[src/rtl/beep_tone_decoder.sv]
// ---------------------------------------------------------------------------
// beep_tone_decoder
//
// Measures the period of an asynchronous square-wave tone on 'beep' and
// classifies it as one of the seven natural notes C4..B4.
//
// The beep input is brought into the clk domain through a two-flop
// synchronizer. A third flop holds the previous sample for rising-edge
// detection, and the edge pulse itself is registered. Between two rising
// edges a counter runs. On each edge its value becomes the measured period,
// which is compared against a +/-3 % band around each nominal note period.
// When no edge arrives within TIMEOUT_CYC cycles, the decoder drops back to
// IDLE and reports silence.
//
// Parameters
//   CLK_HZ      system clock frequency in Hz
//   PERIOD_W    width of the period counter and of the period output
//   TIMEOUT_CYC cycles without a rising edge before silence is declared
//               (must stay below 2**PERIOD_W - 1 so the counter can reach it)
//
// Ports
//   clk        system clock, rising edge
//   rst_n      asynchronous active-low reset
//   beep       asynchronous tone input
//   period     last accepted period in clk cycles
//   note       note code: 0 = unknown, 1..7 = C4..B4
//   note_valid one-cycle strobe when period/note update
//   silent     high while no tone is present
//
// Build option
//   BEEP_TONE_DECODER_FILTER_EN  when defined, a measurement is reported
//   only if its note code equals the code of the measurement just before it.
//   The first period after IDLE therefore never strobes.
// ---------------------------------------------------------------------------
module beep_tone_decoder #(
  parameter int unsigned CLK_HZ      = 100_000_000,
  parameter int unsigned PERIOD_W    = 20,
  parameter int unsigned TIMEOUT_CYC = 1_000_000
) (
  input  logic                clk,
  input  logic                rst_n,
  input  logic                beep,
  output logic [PERIOD_W-1:0] period,
  output logic [2:0]          note,
  output logic                note_valid,
  output logic                silent
);

  typedef enum logic {
    IDLE    = 1'b0,
    MEASURE = 1'b1
  } state_t;

  localparam logic [PERIOD_W-1:0] COUNT_ONE   = PERIOD_W'(1);
  localparam logic [PERIOD_W-1:0] COUNT_MAX   = {PERIOD_W{1'b1}};
  localparam logic [PERIOD_W-1:0] TIMEOUT_VAL = PERIOD_W'(TIMEOUT_CYC);

  // Note frequencies in Hz, index 1..7 = C4..B4.
  function automatic int unsigned tone_hz(input int unsigned k);
    case (k)
      1:       tone_hz = 262;
      2:       tone_hz = 294;
      3:       tone_hz = 330;
      4:       tone_hz = 349;
      5:       tone_hz = 392;
      6:       tone_hz = 440;
      7:       tone_hz = 494;
      default: tone_hz = 1;
    endcase
  endfunction

  // -------------------------------------------------------------------------
  // Input synchronizer and registered rising-edge pulse
  // -------------------------------------------------------------------------
  logic sync1_reg;
  logic sync2_reg;
  logic sync3_reg;
  logic edge_reg;

  always_ff @(posedge clk or negedge rst_n) begin
    if (!rst_n) begin
      sync1_reg <= 1'b0;
      sync2_reg <= 1'b0;
      sync3_reg <= 1'b0;
      edge_reg  <= 1'b0;
    end else begin
      sync1_reg <= beep;
      sync2_reg <= sync1_reg;
      sync3_reg <= sync2_reg;
      edge_reg  <= sync2_reg & ~sync3_reg;
    end
  end

  // -------------------------------------------------------------------------
  // State and datapath registers
  // -------------------------------------------------------------------------
  state_t              state_reg;
  logic [PERIOD_W-1:0] count_reg;
  logic [PERIOD_W-1:0] period_reg;
  logic [2:0]          note_reg;
  logic                valid_reg;
  logic                silent_reg;

  // -------------------------------------------------------------------------
  // Classification of the current counter value
  // -------------------------------------------------------------------------
  logic [63:0] count_ext;
  logic [7:1]  band_hit;
  logic [2:0]  code_next;

  assign count_ext = 64'(count_reg);

  generate
    for (genvar gi = 1; gi <= 7; gi++) begin : g_band
      localparam logic [63:0] NOM = 64'(CLK_HZ / tone_hz(gi));
      localparam logic [63:0] LO  = (NOM * 64'd97) / 64'd100;
      localparam logic [63:0] HI  = (NOM * 64'd103) / 64'd100;
      assign band_hit[gi] = (count_ext >= LO) && (count_ext <= HI);
    end
  endgenerate

  // Bands of neighbouring notes may overlap at some clock rates; scanning
  // downward lets the lowest matching code overwrite any higher one.
  always_comb begin
    code_next = 3'd0;
    for (int k = 7; k >= 1; k--) begin
      if (band_hit[k]) begin
        code_next = 3'(k);
      end
    end
  end

  // -------------------------------------------------------------------------
  // Control qualifiers
  // -------------------------------------------------------------------------
  logic timeout;
  logic measure_edge;
  logic accept;

  // Timeout wins over a coincident edge; that edge then restarts measuring
  // as a pure reference edge.
  assign timeout      = (state_reg == MEASURE) && (count_reg >= TIMEOUT_VAL);
  assign measure_edge = (state_reg == MEASURE) && !timeout && edge_reg;

`ifdef BEEP_TONE_DECODER_FILTER_EN
  // Code of the previous measurement. prev_valid_reg low marks it invalid,
  // so no code (including 0) can match right after reset or IDLE.
  logic       prev_valid_reg;
  logic [2:0] prev_code_reg;

  always_ff @(posedge clk or negedge rst_n) begin
    if (!rst_n) begin
      prev_valid_reg <= 1'b0;
      prev_code_reg  <= 3'd0;
    end else if (timeout) begin
      prev_valid_reg <= 1'b0;
    end else if (measure_edge) begin
      prev_valid_reg <= 1'b1;
      prev_code_reg  <= code_next;
    end
  end

  assign accept = measure_edge && prev_valid_reg && (prev_code_reg == code_next);
`else
  assign accept = measure_edge;
`endif

  // -------------------------------------------------------------------------
  // Measurement FSM with registered outputs
  // -------------------------------------------------------------------------
  always_ff @(posedge clk or negedge rst_n) begin
    if (!rst_n) begin
      state_reg  <= IDLE;
      count_reg  <= '0;
      period_reg <= '0;
      note_reg   <= 3'd0;
      valid_reg  <= 1'b0;
      silent_reg <= 1'b1;
    end else begin
      valid_reg <= 1'b0;
      case (state_reg)
        IDLE: begin
          // The first edge only provides a time reference.
          if (edge_reg) begin
            state_reg <= MEASURE;
            count_reg <= COUNT_ONE;
          end else begin
            count_reg <= '0;
          end
        end

        MEASURE: begin
          if (timeout) begin
            silent_reg <= 1'b1;
            note_reg   <= 3'd0;
            if (edge_reg) begin
              // Timeout and edge together: IDLE is passed through and the edge
              // immediately starts a new reference.
              count_reg <= COUNT_ONE;
            end else begin
              state_reg <= IDLE;
              count_reg <= '0;
            end
          end else if (edge_reg) begin
            count_reg <= COUNT_ONE;
            if (accept) begin
              period_reg <= count_reg;
              note_reg   <= code_next;
              valid_reg  <= 1'b1;
              silent_reg <= 1'b0;
            end
          end else if (count_reg != COUNT_MAX) begin
            count_reg <= count_reg + COUNT_ONE;
          end
        end

        default: begin
          state_reg <= IDLE;
        end
      endcase
    end
  end

  assign period     = period_reg;
  assign note       = note_reg;
  assign note_valid = valid_reg;
  assign silent     = silent_reg;

endmodule

[config.mk]
export PLATFORM = sky130hd
export DESIGN_NAME = beep_tone_decoder
export DESIGN_NICKNAME = d
export VERILOG_FILES = /design/src/rtl/beep_tone_decoder.sv
export SDC_FILE = /design/constraint.sdc
export NUM_CORES = 1
export LEC_CHECK = 0
export CORE_ASPECT_RATIO = 1.1
export CORE_UTILIZATION = 45
export CTS_BUF_LIST = sky130_fd_sc_hd__clkbuf_4
export DETAILED_ROUTE_END_ITERATION = 8
export PLACE_DENSITY = 0.74
export SLEW_MARGIN = 25
export SYNTH_ARGS = -nofsm -noshare
export SYNTH_HDL_FRONTEND = slang
export SYNTH_SLANG_ARGS = --single-unit
[constraint.sdc]
create_clock -name clk -period 2.4 [get_ports clk]
set_input_delay 0.48 -clock clk [delete_from_list [all_inputs] [get_ports clk]]
set_output_delay 0.48 -clock clk [all_outputs]
set_load 0.03 [all_outputs]
=== Word level (Yosys, flattened, before mapping) ===
Index checks and enable logic that the tools add are counted.

* Output and inout bits: 25
* Logic and storage cells: 72
* Bits of input ports: 3
* Bits in registers: 50

* $add $sub $neg: 1
* Magnitude comparators: 15
* Reduce and logical (&&, ||, !) cells: 15
* Equal/unequal tests: 2
* Muxes and demuxes: 25
* Bitwise gates (word level): 4

{| class="wikitable"
|+ Operators by type and width
! operator !! count
|-
| $le 20x19->1 const B || 5
|-
| $ge 20x19->1 const B || 4
|-
| $ge 20x18->1 const B || 3
|-
| $mux 20 || 3
|-
| $le 20x18->1 const B || 2
|-
| $pmux 20 s2 || 1
|-
| $mux 3 || 10
|-
| $add 20x1->20 const B || 1
|-
| $ge 20x20->1 const B || 1
|-
| $ne 20x20->1 const B || 1
|-
| $logic_and 1x1->1 || 10
|-
| $mux 1 || 10
|-
| $ne 4x2->1 const B || 1
|-
| $reduce_and 4->1 || 1
|-
| $reduce_bool 2->1 || 2
|-
| $not 1->1 || 3
|-
| $reduce_and 3->1 || 1
|-
| $pmux 1 s2 || 1
|-
| $and 1x1->1 || 1
|-
| $logic_not 1->1 || 1
|}

=== Longest topological paths before layout ===
* Word-level depth: 12
* Depth in mapped cells: 9
* Depth with buffers taken out: 9

=== Worst setup path after synthesis ===
Ideal clock, no wire load.

* Path kind: register to register
* From: reg count_reg[1]
* To: reg note_reg[1] (netlist: note[1])
* Setup time: 0.131 ns
* Setup slack: 0.297 ns
* Stages on the path, launching flop included: 10
* Data required time: 2.269 ns
* Arrival time: 1.971 ns
* Path buffers: 0
* Period minus slack after synthesis: 2.103 ns
* Cell sequence: dfrtp_1 inv_1 ha_1 nand2b_1 a211o_1 a2111oi_0 o311a_1 a21oi_2 a2111oi_2 o31ai_1

* Cells in the longest elaborated chain, start to end: 12
* Elaborated cells between the ends (all ways): 39
* Those cells by class: order compare (15); mux (10); reduce/logical (14)

{| class="wikitable"
|+ RTL lines
! element !! RTL line !! source
|-
| from (decl) || 98 || <nowiki>logic [PERIOD_W-1:0] count_reg;</nowiki>
|-
| from (signal assigned) || 213 || <nowiki>count_reg <= count_reg + COUNT_ONE;</nowiki>
|-
| $ge 20x18->1 / $le 20x18->1 (equally long branches) || 118 || <nowiki>assign band_hit[gi] = (count_ext >= LO) && (count_ext <= HI);</nowiki>
|-
| $logic_and 1x1->1 || 118 ||
|-
| $mux 3 (7 in a row) || 127 || <nowiki>if (band_hit[k]) begin</nowiki>
|-
| $mux 3 || 206 || <nowiki>if (accept) begin</nowiki>
|-
| $mux 3 || 204 || <nowiki>end else if (edge_reg) begin</nowiki>
|-
| $mux 3 || 193 || <nowiki>if (timeout) begin</nowiki>
|-
| to (signal assigned) || 208 || <nowiki>note_reg <= code_next;</nowiki>
|-
| to (decl) || 100 || <nowiki>logic [2:0] note_reg;</nowiki>
|}

Parallel ways exist; a longest one is shown, timed or not. The select of a mux whose other input is x is not followed.
A chain may end at the register's enable or synchronous reset.

=== Worst setup path after layout ===
* From: reg count_reg[2]
* To: reg note_reg[2] (netlist: note[2])

The elaborated chain is that of the path after synthesis.

==> impl_metrics.ini <==
[outcome]
status = finished clean

[floorplanning]
die_area_mm2 = 0.00678
row_count = 30
io_pins = 28
core_mm2 = 0.00619
chipWidth_um = 78.6
fp.dieH_um = 86.2
start_util = 0.469

[synth]
yosys.cell_types.count = 59
syn-num-nets = 321
netlist_instances = 314
synth-seq-area-share = 0.431
syn_area_mm2 = 0.00290
synth_edf_count = 0
ys_seq_elements = 50
ys_async_sr_fraction = 1.00
synth_warnings = 0
avgSynthCellArea_um2 = 9.24
ys.flop_type = dfrtp_1

[grt]
grt_pass1_wl_um = 12500
grt_max_degree = 51
overflow = 0
grt_pass1_vias = 2488
antenna_found_initial = 0
grt_usage = 0.240

[place]
placed_area_mm2 = 0.00339
place_ws_ns = 0.0467
dpl.hpwl_um = 5440
io_buffers = 27
place.gp.congestion = 0.964

[timing]
drv_slew = 0
post-route-period-util = 0.931
fin_crit_ns = 2.23
clock.fmax_mhz = 448
worst_slack_ns = 0.167
clock_skew_ns = 0.0115
worst_pin_slew_ns = 0.636
final_hold_viol_count = 0
relSlewSlack = 0.576
setup_violations = 0
grt_setup_unrepaired = true

[route]
wire_per_inst_um = 17.1
viasPerCell = 5.74
routed_wl_um = 7460
drc = 0
drtPass1Iterations = 4
wl_met3_um = 405
topRoutingLayerUsed = met4
initialDrtViolationCount = 154
ant_nets = 0
route.layer.met1.wl_um = 3410
wl_met2_um = 3480
vias = 2495

[clock_network]
numCtsBuffers = 5
path_clk_slew_ns = 0.14
clock_sinks = 50
tritoncts = done
clk_latency_ns = 0.36
cts-hold-fix-buffers = 0
cts_setup_buffers = 0
clk_path_buf_depth = 2
cts-htree-levels = 2
cts_root_buf = clkbuf_4

[worst_setup_path]
critPathSlowestCell = dfrtp_1
crit_fanout = 10
path_cells = or2_1 > or4_1 > a21o_1 > o2111a_2 > a2111oi_2 > o31ai_1
max_stage_delay_ns = 0.51
crit_buf_inv = 0
cp.required_ns = 2.65
crit_arrival_ns = 2.48
critical_path_class = reg -> reg
critical-path-top-delay-family = compound AO/OA/AOI/OAI gates
cp-start-kind = flip-flop
endpoint_kind = flip-flop

[pwr]
p_switching_uw = 571
power.density_mw_per_mm2 = 546
leakage_uw = 0.00156
swShare = 0.299
power.internal_uw = 1340
p_clk_frac = 0.262
design_power_total_uw = 1910
pwr-share-seq = 0.503
combPwrFrac = 0.234
vdd_ir_drop_max_v = 0.000277

[layout]
stdcell_area_mm2 = 0.00349
finish.utilization = 0.564
drive_gt1_frac = 0.194
area_growth_pct = 20.4
n_fill_cell = 570
nets = 361
n_antenna_cell = 0

[flow_run]
drv_cap = 0

[worst_hold_path]
min_path_type = in -> async
Yosys cell counts, types with 2 or more instances:
cell type	count	area, um^2
mux2_1	2	22.5
nand4_1	7	43.8
clkbuf_1	6	22.5
xnor2_1	7	61.3
inv_1	5	18.8
or2_1	4	25.0
o21ai_0	11	55.1
a211o_1	2	17.5
nor4_1	3	18.8
and4_1	3	26.3
nand2_1	21	78.8
buf_1	2	7.51
o31ai_1	4	30.0
o21a_1	2	15.0
nand2b_1	5	31.3
dfrtp_1	49	1230
a21oi_1	15	75.1
nor3_1	11	55.1
nor2_1	40	150
nand3_1	18	90.1
o211ai_1	4	30.0
o21ai_1	2	10.0
a2111oi_2	2	30.0
ha_1	4	50.1
or3_1	3	18.8
and3_1	3	18.8
nand4b_1	2	17.5
or4_1	2	15.0
nor2b_1	5	31.3
buf_2	15	75.1
o311a_1	2	20.0
xor2_1	8	70.1
mux2_2	16	180
a31oi_1	4	25.0
cell usage in the layout, fill, tap and decap left out, types with 3 or more instances in the layout:
| cell type | count |
|---|---|
| clkbuf_4 | 7 |
| inv_1 | 4 |
| o21ai_0 | 11 |
| a31oi_1 | 4 |
| o31ai_1 | 4 |
| xor2_1 | 8 |
| nand2_1 | 21 |
| dfrtp_1 | 49 |
| nand4_1 | 7 |
| nor3_1 | 11 |
| nand3_1 | 18 |
| and4_1 | 3 |
| and3_1 | 3 |
| clkdlybuf4s50_1 | 26 |
| xnor2_1 | 7 |
| or2_1 | 4 |
| nand2b_1 | 5 |
| nor2b_1 | 5 |
| ha_1 | 4 |
| buf_4 | 30 |
| nor2_1 | 39 |
| mux2_2 | 16 |
| a21oi_1 | 15 |
| nor4_1 | 3 |
| or3_1 | 3 |
| o211ai_1 | 4 |
| a2111oi_2 | 3 |
cell families after synthesis:
| logic type | synth area share |
|---|---|
| muxes | 0.0698 |
| buffers and inverters | 0.0491 |
| adders and majority gates | 0.0172 |
| and+or+nand+nor | 0.233 |
| xor gates and xnor gates | 0.0453 |
| AOI/OAI and AO/OA | 0.154 |
| DFF | 0.431 |
final timing paths:
check	from	end	slack [ns]	cells past startpoint
hold / removal	rst_n	state_reg$_DFF_PN0_	0.20	2
setup reg to reg	count_reg[2]$_DFFE_PN0P_	note[2]$_DFFE_PN0P_	0.17	6
setup / recovery	count_reg[2]$_DFFE_PN0P_	note[2]$_DFFE_PN0P_	0.17	6
min in group clk	sync1_reg$_DFF_PN0_	sync2_reg$_DFF_PN0_	0.37	0
hold reg to reg	sync1_reg$_DFF_PN0_	sync2_reg$_DFF_PN0_	0.37	0
max in group asynchronous	rst_n	period[16]$_DFFE_PN0P_	1.76	2
final cells by class:
cell class,count,area (um^2),area share
multi-input combinational,234,1530,0.438
sequential,50,1250,0.358
timing repair buffer,58,510,0.146
tap,80,100,0.0286
clock buffer,7,52.6,0.0150
clock inverter,1,30.0,0.00859
inverter,5,18.8,0.00537
power groups by stage:
| stage | sequential [uW] | combinational (uW) | clock (uW) |
|---|---|---|---|
| floorplan | 1010 | 232 | 0 |
| global placement | 973 | 435 | 0 |
| detailed placement | 975 | 443 | 0 |
| CTS | 960 | 445 | 526 |
| global route | 971 | 488 | 560 |
| finish | 961 | 448 | 501 |
stage by stage:
stage	instances	setup TNS, ns	hold slack (ns)
after floorplan	314	0	0.184
after global routing	435	-0.00294	0.234
final	435	0	0.199
after global placement	427	0	0.334
after CTS	435	0	0.212
after detailed placement	427	0	0.336
repair_timing:
item                       CTS  global route
hold endpoints to repair     0             0
gates resized for setup      1             5
setup endpoints to repair    2             2
layer usage:
metal / GRT usage / vias up
met2: 0.381 / 79
met1: 0.332 / 1200
met3: 0.0368 / 12
li1: - / 1204
met4: 0.0875 / 0
met5: 0 / -
Note: power is estimated with default switching activity, not from simulation.
